File: src/rtl/pwm_fade_pkg.sv
// pwm_fade_pkg: state encoding and default parameters shared by the PWM fade sequencer.
package pwm_fade_pkg;
  typedef enum logic [1:0] {IDLE = 2'd0, UP = 2'd1, HOLD = 2'd2, DOWN = 2'd3} state_e;
  localparam int R_DEF = 8;
  localparam int STEP_PERIODS_DEF = 4;
  localparam int HOLD_PERIODS_DEF = 16;
endpackage

File: src/rtl/pwm_fade_ctrl_if.sv
// pwm_fade_ctrl_if: control requests in, duty/enable/status out of the fade sequencer.
interface pwm_fade_ctrl_if #(parameter int R = pwm_fade_pkg::R_DEF);
  logic start, stop, pwm_en, period_end, busy, done;
  logic [R-1:0] target, step, duty;
  modport master (output start, stop, target, step, input duty, pwm_en, period_end, busy, done);
  modport slave (input start, stop, target, step, output duty, pwm_en, period_end, busy, done);
endinterface

File: src/rtl/pwm_period_timer.sv
// pwm_period_timer: PWM period counter, end-of-period strobe and a clearable period divider.
module pwm_period_timer #(
  parameter int R = 8,
  parameter int DW = 5
) (
  input  logic          clk,
  input  logic          reset,
  input  logic          run,
  input  logic          clr,
  input  logic [DW-1:0] limit,
  output logic          period_end,
  output logic          tick
);
  logic [R-1:0] pcnt_q, pcnt_d;
  logic [DW-1:0] div_q, div_d;
  always_comb begin
    period_end = run && (&pcnt_q);
    tick = period_end && (div_q == limit - 1'b1);
    pcnt_d = run ? pcnt_q + 1'b1 : '0;
    div_d = (clr || tick) ? '0 : period_end ? div_q + 1'b1 : div_q;
  end
  always_ff @(posedge clk or negedge reset)
    if (!reset) begin
      pcnt_q <= '0;
      div_q <= '0;
    end else begin
      pcnt_q <= pcnt_d;
      div_q <= div_d;
    end
endmodule

File: src/rtl/pwm_fade_ctrl.sv
// pwm_fade_ctrl: period-aligned duty ramp up / hold / ramp down sequencer.
// Define PWM_FADE_LOOP_EN for breathing mode (repeat until stop is requested).
module pwm_fade_ctrl import pwm_fade_pkg::*; #(
  parameter int R = R_DEF,
  parameter int STEP_PERIODS = STEP_PERIODS_DEF,
  parameter int HOLD_PERIODS = HOLD_PERIODS_DEF
) (
  input logic clk,
  input logic reset,
  pwm_fade_ctrl_if.slave bus
);
  localparam int MAXP = STEP_PERIODS > HOLD_PERIODS ? STEP_PERIODS : HOLD_PERIODS;
  localparam int DW = $clog2(MAXP + 1);
  localparam logic [DW-1:0] STEP_L = DW'(STEP_PERIODS);
  localparam logic [DW-1:0] HOLD_L = DW'(HOLD_PERIODS);
  state_e state_q, state_d;
  logic [R-1:0] duty_q, duty_d, tgt_q, tgt_d, stp_q, stp_d, up_duty, dn_duty;
  logic [R:0] up_sum;
  logic [DW-1:0] limit;
  logic done_q, done_d, busy, period_end, tick, clr, fin;
`ifdef PWM_FADE_LOOP_EN
  logic stop_req_q, stop_req_d;
`endif
  pwm_period_timer #(.R(R), .DW(DW)) u_tmr (
    .clk(clk), .reset(reset), .run(busy), .clr(clr), .limit(limit),
    .period_end(period_end), .tick(tick)
  );
  // Sums use an extra bit so saturation at target cannot wrap.
  always_comb begin
    busy = state_q != IDLE;
    limit = state_q == HOLD ? HOLD_L : STEP_L;
    up_sum = {1'b0, duty_q} + {1'b0, stp_q};
    up_duty = up_sum >= {1'b0, tgt_q} ? tgt_q : up_sum[R-1:0];
    dn_duty = duty_q > stp_q ? duty_q - stp_q : '0;
`ifdef PWM_FADE_LOOP_EN
    fin = stop_req_q || bus.stop;
    stop_req_d = busy && (stop_req_q || bus.stop);
`else
    fin = 1'b1;
`endif
    state_d = state_q;
    duty_d = duty_q;
    tgt_d = tgt_q;
    stp_d = stp_q;
    done_d = 1'b0;
    if (state_q == IDLE) begin
      if (bus.start) begin
        tgt_d = bus.target;
        stp_d = bus.step == '0 ? R'(1) : bus.step;
        duty_d = '0;
        state_d = bus.target == '0 ? IDLE : UP;
        done_d = bus.target == '0;
      end
    end else if (bus.stop && state_q != DOWN) begin
      state_d = DOWN;
    end else if (tick) begin
      if (state_q == UP) begin
        duty_d = up_duty;
        state_d = up_duty == tgt_q ? HOLD : UP;
      end else if (state_q == HOLD) begin
        state_d = DOWN;
      end else begin
        duty_d = dn_duty;
        if (dn_duty == '0) begin
          state_d = fin ? IDLE : UP;
          done_d = fin;
        end
      end
    end
    clr = state_d != state_q || !busy;
  end
  always_ff @(posedge clk or negedge reset)
    if (!reset) begin
      state_q <= IDLE;
      duty_q <= '0;
      tgt_q <= '0;
      stp_q <= '0;
      done_q <= 1'b0;
`ifdef PWM_FADE_LOOP_EN
      stop_req_q <= 1'b0;
`endif
    end else begin
      state_q <= state_d;
      duty_q <= duty_d;
      tgt_q <= tgt_d;
      stp_q <= stp_d;
      done_q <= done_d;
`ifdef PWM_FADE_LOOP_EN
      stop_req_q <= stop_req_d;
`endif
    end
  assign bus.duty = duty_q;
  assign bus.pwm_en = busy;
  assign bus.busy = busy;
  assign bus.done = done_q;
  assign bus.period_end = period_end;
endmodule
File: src/flat_wrapper.sv
// flat-port wrapper written by rule: the top's interface ports become plain ports
module pwm_fade_ctrl_flat import pwm_fade_pkg::*;
#(
  parameter int R = R_DEF,
  parameter int STEP_PERIODS = STEP_PERIODS_DEF,
  parameter int HOLD_PERIODS = HOLD_PERIODS_DEF
)
  (clk, reset, bus_start, bus_stop, bus_target, bus_step, bus_duty, bus_pwm_en, bus_period_end, bus_busy, bus_done);
  pwm_fade_ctrl_if #(.R(R)) bus_i ();
  input logic clk;
  input logic reset;
  input wire logic [$bits(bus_i.start)-1:0] bus_start;
  input wire logic [$bits(bus_i.stop)-1:0] bus_stop;
  input wire logic [$bits(bus_i.target)-1:0] bus_target;
  input wire logic [$bits(bus_i.step)-1:0] bus_step;
  output wire logic [$bits(bus_i.duty)-1:0] bus_duty;
  output wire logic [$bits(bus_i.pwm_en)-1:0] bus_pwm_en;
  output wire logic [$bits(bus_i.period_end)-1:0] bus_period_end;
  output wire logic [$bits(bus_i.busy)-1:0] bus_busy;
  output wire logic [$bits(bus_i.done)-1:0] bus_done;
  assign bus_i.start = bus_start;
  assign bus_i.stop = bus_stop;
  assign bus_i.target = bus_target;
  assign bus_i.step = bus_step;
  assign bus_duty = bus_i.duty;
  assign bus_pwm_en = bus_i.pwm_en;
  assign bus_period_end = bus_i.period_end;
  assign bus_busy = bus_i.busy;
  assign bus_done = bus_i.done;
  pwm_fade_ctrl #(.R(R), .STEP_PERIODS(STEP_PERIODS), .HOLD_PERIODS(HOLD_PERIODS)) u_core (.clk(clk), .reset(reset), .bus(bus_i));
endmodule
File: config.mk
export PLATFORM = sky130hd
export DESIGN_NAME = pwm_fade_ctrl_flat
export DESIGN_NICKNAME = d
export VERILOG_FILES = /design/src/rtl/pwm_fade_pkg.sv /design/src/rtl/pwm_fade_ctrl_if.sv /design/src/rtl/pwm_period_timer.sv /design/src/rtl/pwm_fade_ctrl.sv /design/src/flat_wrapper.sv
export SDC_FILE = /design/constraint.sdc
export NUM_CORES = 1
export LEC_CHECK = 0
export CAP_MARGIN = 15
export CELL_PAD_IN_SITES_DETAIL_PLACEMENT = 1
export CELL_PAD_IN_SITES_GLOBAL_PLACEMENT = 1
export CORE_ASPECT_RATIO = 0.8
export CORE_MARGIN = 2
export CORE_UTILIZATION = 35
export DETAILED_ROUTE_END_ITERATION = 16
export PLACE_DENSITY_LB_ADDON = 0.15
export SYNTH_ARGS = -nofsm -noshare
export SYNTH_HDL_FRONTEND = slang
export SYNTH_SLANG_ARGS = --single-unit
File: constraint.sdc
create_clock -name clk -period 3.2 [get_ports clk]
set_input_delay 0.64 -clock clk [delete_from_list [all_inputs] [get_ports clk]]
set_output_delay 0.64 -clock clk [all_outputs]
set_load 0.005 [all_outputs]
==> results of run 1 <==
-- layer usage --
metal	share of wire [%]	wire (um)	up-vias
met5	0	0	-
met4	1.1	103	0
met2	43	4221	34
met3	3.1	308	9
li1	-	-	1363
met1	53	5146	1435
-- power by group --
group	switching (uW)	leakage (uW)	internal, uW
logic	18.9	0.00121	20.9
clock network	239	0.0000804	371
registers	0.0000000000000445	0.000492	505
total	257	0.00178	898
-- cell families after synthesis --
| group | count (synthesis) |
|---|---|
| AND/OR/NAND/NOR | 95 |
| AO/OA/AOI/OAI | 79 |
| buffers and inverters | 45 |
| flip-flops | 40 |
| XOR/XNOR | 29 |
| adder cells (fa/ha/maj) | 28 |
| multiplexers | 25 |
-- registers in the layout, summed over array words and instances, names as in the netlist --
name,flops
u_core.state_q,2
u_core.u_tmr.pcnt_q,8
u_core.stp_q,8
u_core.u_tmr.div_q,5
u_core.tgt_q,8
u_core.bus.duty,8
u_core.bus.done,1
-- area by class of cell --
| type | count | area share (%) |
|---|---|---|
| inverters | 31 | 2.786 |
| flip-flops and latches | 40 | 23.97 |
| clock inverters | 3 | 1.108 |
| repair buffers | 84 | 17.14 |
| clock buffers | 5 | 2.996 |
| multi-input cells | 256 | 48.65 |
| well taps | 112 | 3.355 |
-- metrics by stage --
stage          power, uW  worst slack (ns)
2_1_floorplan      517.0          -0.04147
3_3_place_gp       555.7           -0.1318
3_5_place_dp       556.5           -0.2225
4_1_cts             1169          -0.03275
5_1_grt             1193           -0.2042
6_report            1155          -0.05163
-- what timing repair did --
item	CTS	global route
endpoints found under the setup margin	10	10
pin swaps	10	4
resized for setup	19	12
buffers inserted	7	2
-- cell usage in the layout, fill, tap and decap left out, types with 2 or more instances in the layout --
cell type / count
buf_4: 52
dfrtp_1: 40
clkdlybuf4s50_1: 30
nor2_1: 29
inv_1: 27
ha_1: 23
mux2_2: 17
xnor2_1: 15
nand2_1: 14
o21ai_0: 14
a21oi_1: 12
xor2_1: 12
nand3_1: 11
o21ai_1: 11
nand4_1: 7
nor3_1: 7
mux2i_1: 7
nor4_1: 5
a22oi_1: 5
clkbuf_16: 5
inv_2: 4
and3_1: 4
a211oi_2: 4
a21oi_2: 3
nand2b_1: 3
a211oi_1: 3
o21a_1: 3
ha_2: 3
xnor2_2: 2
a211o_1: 2
a221oi_2: 2
a21o_2: 2
or3_1: 2
nor3b_1: 2
o2111ai_1: 2
nor2b_1: 2
-- worst max-delay path: stages, from the launching register on --
cell and delay, ns:
dfrtp_1 0.36, ha_2 0.19, inv_2 0.04, fa_2 0.36, o21bai_4 0.15, nand4_1 0.11, o211ai_2 0.11, xnor2_2 0.15
ha_1 0.28, a211oi_2 0.18, o21ai_1 0.10, a2bb2oi_1 0.16, a221oi_2 0.17, buf_4 0.18, mux2i_2 0.24, a211oi_2 0.11
a31o_2 0.24
-- how the worst min path moves through the flow --
stage | startpoint | endpoint | slack (ns) | cells after the start
floorplan | reset | u_core.bus.done | 0.34 | 0
global placement | u_core.u_tmr.pcnt_q[0] | u_core.u_tmr.pcnt_q[0] | 0.48 | 1
detailed placement | u_core.u_tmr.pcnt_q[0] | u_core.u_tmr.pcnt_q[0] | 0.48 | 1
CTS | u_core.u_tmr.pcnt_q[0] | u_core.u_tmr.pcnt_q[0] | 0.49 | 1
global route | u_core.u_tmr.pcnt_q[0] | u_core.u_tmr.pcnt_q[0] | 0.51 | 1
finish | u_core.u_tmr.pcnt_q[0] | u_core.u_tmr.pcnt_q[0] | 0.49 | 1
==> flow_metrics.tcl, run 1 <==
set metrics [dict create \
    synth_nets 389 \
    core_area_sq_mm 0.008633 \
    die_h_um 88.95 \
    regArea_sq_mm 0.001001 \
    finalCritPeriodShare_pct 101.6 \
    dieArea_sq_mm 0.009800 \
    reg2reg_from "u_core.bus.duty[0]" \
    seq_area_frac_synth_pct 31.71 \
    first_pass_iters 4 \
    fin_util_pct 48.38 \
    cts_root_buf "clkbuf_16" \
    place.gp.congestion 0.8946 \
    start_util_pct 36.57 \
    muxShareOfSynthArea_pct 8.601 \
    n_fill_cell 1008 \
    synthArstFlopShare_pct 100.0 \
    syn_to_final_growth_pct 32.30 \
    netlist.area_leader.share_pct 31.71 \
    synth_cells 341 \
    setup_viol 5 \
    synthSimpleGateAreaFrac_pct 15.30 \
    grt.overflow.total 0 \
    gr-usage-met3_pct 3.353 \
    place_area_sq_mm 0.003842 \
    hpwlAfterDp_mm 7.571 \
    grt_antenna_before_repair 0 \
    layout.nets 466 \
    critPathLaunchType "flop" \
    grtUsageTotal_pct 21.65 \
    synth_seq_cells 40 \
    cts_tree "built" \
    via_per_inst 5.350 \
    synth_compound_area_share_pct 17.68 \
    hold_viol 0 \
    yosysWarnings 0 \
    grt_pass1_wl_mm 15.65 \
    synthFlopType "dfrtp_1" \
    hold_path_class "reg -> reg" \
    synth_top_family_by_area "compound AO/OA/AOI/OAI gates" \
    rows 30 \
    synth_common_cells "dfrtp_1 (40), nor2_1 (30), inv_1 (29)" \
    clock_latency_ns 0.30 \
    worstSetupStartpoint "u_core.bus.duty[0]" \
    fmax_ghz 0.3075 \
    cts_buffer_depth 2 \
    slew_violations 0 \
    fin_skew_ns 0.006033 \
    die_w_um 110.2 \
    dp.cells 514 \
    power_density_mw_per_mm2 276.6 \
    postCtsHoldBufs 0 \
    worstPathRequired_ns 3.38 \
    syn_area_sq_mm 0.003157 \
    violations "setup timing" \
    critPathArrivalTime_ns 3.44 \
    ir_worst_vdd_mv 0.1775 \
    final_cell_area_sq_mm 0.004177 \
    fin_cells 531 \
    synth.area.top_cells "dfrtp_1 (32%), ha_1 (10%), mux2_2 (6.1%)" \
    worstPathMaxFanout 5 \
    reg2regPathDepth 16 \
    drt_iter0_drc 95 \
    port_buffers 31 \
    num_vias 2841 \
    reg2reg_slack_ns -0.05 \
    ant_nets 0 \
    synth_cell_type_count 57 \
    grt_pass1_vias 2870 \
    syn_avg_cell_area_sq_um 9.257 \
    tns_ns -0.1479 \
    r2r_end "u_core.bus.duty[6]" \
    synth_edf_count 0 \
    drc 0 \
    wire_per_inst_um 18.42 \
    rsz0062_at_grt "yes" \
    synth_adder_area_share_pct 11.57 \
    routed_wl_mm 9.780 \
    worst_slew_pin_slew_ns 0.9757 \
    cts_sinks 40 \
    p_leak_uw 0.001779 \
    synth_area_leader_cell "dfrtp_1" \
    synth-xor-area-share_pct 8.046 \
    cts_buffers 5 \
    status "finished, violations left" \
    grt_start_max_net_pins 41 \
    max_cap_violations 0 \
    hold-worst-slack_ns 0.4853 \
    htree_levels 2 \
    clkTransAtPathRegs_ns 0.07 \
    multi_input_area_sq_mm 0.002032 \
    n_antenna_cell 0 \
    maxSlewHeadroom_pct 34.96 \
    grt-busiest-layer "met1" \
    worst-setup-path-type "reg -> reg" \
    layout_setup_ws_ns -0.05163 \
    endpoint "u_core.bus.duty[6]" \
    endpoint_kind "flop" \
    met1_usage_pct 32.73 \
    synth_most_common_cell "dfrtp_1" \
    ioPinCount 32 \
    period_needed_ns 3.252 \
    met2_usage_pct 32.12 \
    drive_gt1_share_pct 26.97 \
]
Note: power is estimated with default switching activity, not from simulation.
==> run 2, diff against run 1 <==
Settings changed: CTS_CLUSTER_SIZE set to 25.
==> results of run 2 <==
Same layout as run 1: the final DEF is identical, and so are final timing and power.
==> run 3, diff against run 2 <==
Settings changed: ABC_AREA set to 1.
==> flow_metrics.tcl, run 3 <==
set metrics [dict create \
    status "finished, violations left" \
    violations "setup timing" \
    first_pass_iters 4 \
    dp.cells 658 \
    synth_area_leader_cell "dfrtp_1" \
    rsz0062_at_grt "yes" \
    ir_worst_vdd_mv 0.1629 \
    grt_pass1_wl_mm 18.64 \
    synth_cell_type_count 48 \
    synth_common_cells "nand2_1 (95), inv_1 (59), nor2_1 (50)" \
    worstPathMaxFanout 8 \
    hpwlAfterDp_mm 8.502 \
    fin_skew_ns 0.007788 \
    layout_setup_ws_ns -0.2895 \
    drive_gt1_share_pct 39.04 \
    syn_avg_cell_area_sq_um 7.459 \
    syn_area_sq_mm 0.003453 \
    cts_buffers 5 \
    place.gp.congestion 0.8263 \
    synthArstFlopShare_pct 100.0 \
    drt_iter0_drc 99 \
    period_needed_ns 3.489 \
    clock_latency_ns 0.29 \
    routed_wl_mm 11.74 \
    ant_nets 0 \
    p_leak_uw 0.002399 \
    synth.area.top_cells "dfrtp_1 (29%), nand2_1 (10%), ha_1 (9.4%)" \
    port_buffers 31 \
    grtUsageTotal_pct 22.41 \
    yosysWarnings 0 \
    num_vias 3429 \
    maxSlewHeadroom_pct 36.37 \
    die_h_um 92.85 \
    synthFlopType "dfrtp_1" \
    final_common_cell "nand2_1" \
    grt.overflow.total 0 \
    htree_levels 2 \
    multi_input_area_sq_mm 0.002527 \
    final_cell_area_sq_mm 0.005024 \
    via_per_inst 5.043 \
    rows 32 \
    grt_pass1_vias 3700 \
    mostFrequentLayoutCells "nand2_1 (74), buf_4 (66), inv_1 (50)" \
    layout.nets 608 \
    place_area_sq_mm 0.004254 \
    grt_start_max_net_pins 41 \
    fmax_ghz 0.2866 \
    max_cap_violations 0 \
    fin_util_pct 52.28 \
    synth_most_common_cell "nand2_1" \
    worst_slew_pin_slew_ns 0.9545 \
    hold_path_class "reg -> reg" \
    dieArea_sq_mm 0.01068 \
    crit_top_cell "nand2_1" \
    power_density_mw_per_mm2 236.9 \
    critPathSlowestCell "dfrtp_1" \
    hold_viol 0 \
    critPathArrivalTime_ns 3.67 \
    n_fill_cell 1173 \
    finalCritPeriodShare_pct 109.0 \
    core_area_sq_mm 0.009609 \
    regArea_sq_mm 0.001002 \
    postCtsHoldBufs 0 \
    wire_per_inst_um 17.27 \
    synth_nets 511 \
    ioPinCount 32 \
    syn_to_final_growth_pct 45.47 \
    clkTransAtPathRegs_ns 0.06 \
    fin_total_pwr_uw 1190 \
    reg2reg_slack_ns -0.29 \
    start_util_pct 35.94 \
    n_antenna_cell 0 \
    critPathLaunchType "flop" \
    worstPathRequired_ns 3.38 \
    cts_root_buf "clkbuf_16" \
    endpoint_kind "flop" \
    cts_sinks 40 \
    seq_area_frac_synth_pct 28.99 \
    grt_antenna_before_repair 0 \
    synth_seq_cells 40 \
    drc 0 \
    fin_cells 680 \
    critPathMaxStageDelay_ns 0.42 \
    netlist.area_leader.share_pct 28.99 \
    synth_edf_count 0 \
    slew_violations 0 \
    setup_viol 12 \
    die_w_um 115.1 \
    cts_buffer_depth 2 \
    worst-setup-path-type "reg -> reg" \
    cts_tree "built" \
    synth_cells 463 \
]
## run 3: cell type report
type	instances	area share, %
sequential	40	19.95
clock buffer	7	3.039
multi-input combinational	339	50.31
clock inverter	1	0.5978
inverter	68	5.181
timing repair buffer	106	17.96
tap	119	2.964
## run 3: final timing paths
kind	cells after the start	endpoint	from
max	28	u_core.u_tmr.div_q[0]	u_core.bus.duty[3]
min reg2reg	1	u_core.u_tmr.pcnt_q[0]	u_core.u_tmr.pcnt_q[0]
min in group asynchronous	1	u_core.u_tmr.pcnt_q[2]	reset
max in group asynchronous	1	u_core.bus.duty[1]	reset
max reg2reg	28	u_core.u_tmr.div_q[0]	u_core.bus.duty[3]
min	1	u_core.u_tmr.pcnt_q[0]	u_core.u_tmr.pcnt_q[0]
## run 3: what timing repair did
action                     CTS  global route
gates cloned                 1             0
buffers inserted             8             9
setup endpoints to repair   14            15
pin swaps                   21            40
resized for setup           48            64
## run 3: worst max-delay path, delay by kind of cell, from the launching register on
family,cells,cell delay (ns)
simple gates,25,2.27
fa+ha+maj,2,0.55
flops,1,0.42
buf+inv,1,0.13
## run 3: metal layers
metal / track usage [%] / up-vias / routed length [um]
met4: 5.221 / 0 / 146
met1: 30.95 / 1656 / 5659
li1: - / 1700 / -
met2: 36.57 / 59 / 5509
met5: 0 / - / 0
met3: 3.730 / 14 / 427
## run 3: cells by family (layout without fill, tap and decap cells)
| group | Yosys count | count (layout) | share of synthesized area, % |
|---|---|---|---|
| and+or+nand+nor | 234 | 235 | 34.38 |
| adders and majority gates | 28 | 28 | 10.58 |
| DFF | 40 | 40 | 28.99 |
| AOI/OAI and AO/OA | 66 | 66 | 12.36 |
| buffers and inverters | 85 | 182 | 11.12 |
| xor gates and xnor gates | 9 | 9 | 2.283 |
| muxes | 1 | 1 | 0.2899 |
## run 3: power breakdown
group	internal [uW]	switching, uW	total, uW
logic	27.5	27.6	55.2
clock network	411	214	625
registers	507	2.56	509
total	945	245	1190
## run 3: metrics by stage
stage / setup WS, ns / hold slack [ns] / setup TNS (ns)
floorplan: 0.007433 / 0.3444 / 0
global placement: -0.3083 / 0.4470 / -1.942
detailed placement: -0.4192 / 0.4598 / -3.126
CTS: -0.2521 / 0.4676 / -1.580
global route: -0.5855 / 0.5193 / -5.570
finish: -0.2895 / 0.4826 / -2.432
==> RTL edit: new RTL, settings of run 1 <==
Change the package constant `R_DEF` from 8 to 16.
--- a/src/rtl/pwm_fade_pkg.sv
+++ b/src/rtl/pwm_fade_pkg.sv
@@ -1,7 +1,7 @@
 // pwm_fade_pkg: state encoding and default parameters shared by the PWM fade sequencer.
 package pwm_fade_pkg;
   typedef enum logic [1:0] {IDLE = 2'd0, UP = 2'd1, HOLD = 2'd2, DOWN = 2'd3} state_e;
-  localparam int R_DEF = 8;
+  localparam int R_DEF = 16;
   localparam int STEP_PERIODS_DEF = 4;
   localparam int HOLD_PERIODS_DEF = 16;
 endpackage
Ports: changed (resized bus_duty, bus_step and bus_target); port bits go from 32 to 56. The function was not compared with the original's and may differ.
==> RTL edit against run 1 <==
- the run still ends with setup timing left
- setup slack lost 0.89 ns
- clock power grew 79%
- cell area grew 120%
- synthesized area grew 100%
- sequential cell count grew 32
- synthesized cell count grew 120%
- sequential share of layout area shrank 4.7 points
- wire length grew to 2.7 times the old value
- worst hold slack lost 0.046 ns
- maximum frequency shrank 21%
- clock skew grew 0.0035 ns
- total power grew 80%
- cell count grew 120%
==> RTL edit: results (changes against run 1) <==
stage	metric	value	unit	change
run_status	status	complete, but fails checks		
run_status	violations	setup timing		
global_route	grtUsageMet3	0.06586		+0.03233
global_route	grt_first_pass_wirelength	41320	um	+160%
setup_path	reg2reg_depth	21		+5
place	numPortBuffers	55		+77%
place	dpl_worst_slack	-1.174	ns	-0.9513 ns
synth	synth_nets	824		+110%
setup_path	cp_slowest_cell	fa_2		
power_and_ir_drop	p_leak	4.327	nW	+140%
place	place_area	8408	um^2	+120%
place	routabilityCongestion	0.9223		+3.1%
clocking	htreeDepth	3		+1
synth	synthAdderAreaFrac	0.1036		-0.01215
power_and_ir_drop	p_per_area	222.7	nW/um^2	-19%
sta	hold_ws	0.4389	ns	-0.04644 ns
global_route	grt_max_degree	73		+78%
finish	final-instance-count-excl-fill	1190		+120%
global_route	grt_util_met2	0.4170		+0.09572
setup_path	arrival	4.38	ns	+0.94 ns
min_path	min_path_type	in2async		
clocking	clock_latency	0.35	ns	+0.05 ns
sta	final-setup-viol-count	19		+14
synth	synth_common_cells	dfrtp_1 (72), nor2_1 (56), inv_1 (54)		
setup_path	r2r-end	u_core.bus.duty[4]		
finish	fill_cells	2103		+110%
synth	synth.distinct_cells	77		+35%
routing	wire_per_inst	22.31	um	+21%
sta	timing.final.ws_setup	-0.9375	ns	-0.8859 ns
clocking	numCtsBuffers	9		+4
synth	synth_top_cells_by_area	dfrtp_1 (28%), ha_1 (9.7%), mux2_2 (6.1%)		
synth	synth_xor_area_frac	0.07438		-0.006083
sta	tns	-15.51	ns	-15.36 ns
finish	drive_gt1_frac	0.3441		+0.07442
routing	via_per_inst	5.664		+5.9%
finish	finish.net_count	1042		+120%
synth	synthMuxAreaShare	0.09093		+0.004918
routing	dr.pass1.iters	5		+1
global_route	grtUsageTotal	0.2786		+0.06213
power_and_ir_drop	ir_drop	0.0002593	V	+46%
clocking	cts.sink_count	72		+80%
synth	synth_compound_area_frac	0.2033		+0.02650
place	hpwl	20810	um	+170%
global_route	grt_use_met1	0.4069		+0.07959
sta	tightest_slew	1.056	ns	+0.08066 ns
## RTL edit: per-layer routing
| layer | up-vias | share of wire |
|---|---|---|
| met3 | 33 | 0.074 |
| met1 | 3394 | 0.47 |
| met2 | 196 | 0.43 |
| met5 | - | 0 |
| li1 | 3117 | - |
| met4 | 0 | 0.017 |
## RTL edit: cell type report
class	instances	share of cell area
clock buffer	10	0.02559
inverter	56	0.02251
tap	230	0.03082
antenna	1	0.0002680
timing repair buffer	241	0.2110
clock inverter	6	0.007772
sequential	72	0.1930
multi-input combinational	574	0.5090
## RTL edit: power by group
part           switching, mW  internal, mW  total (mW)
sequential                 0         0.910       0.910
combinational         0.0417        0.0400      0.0817
clock                  0.451         0.637        1.09
## RTL edit: what timing repair did
item                                    4_1_cts  5_1_grt
pin swaps                                    37       39
setup buffers                                12        7
gates cloned                                  1        0
endpoints found under the setup margin       19       20
gates resized for setup                      62       40
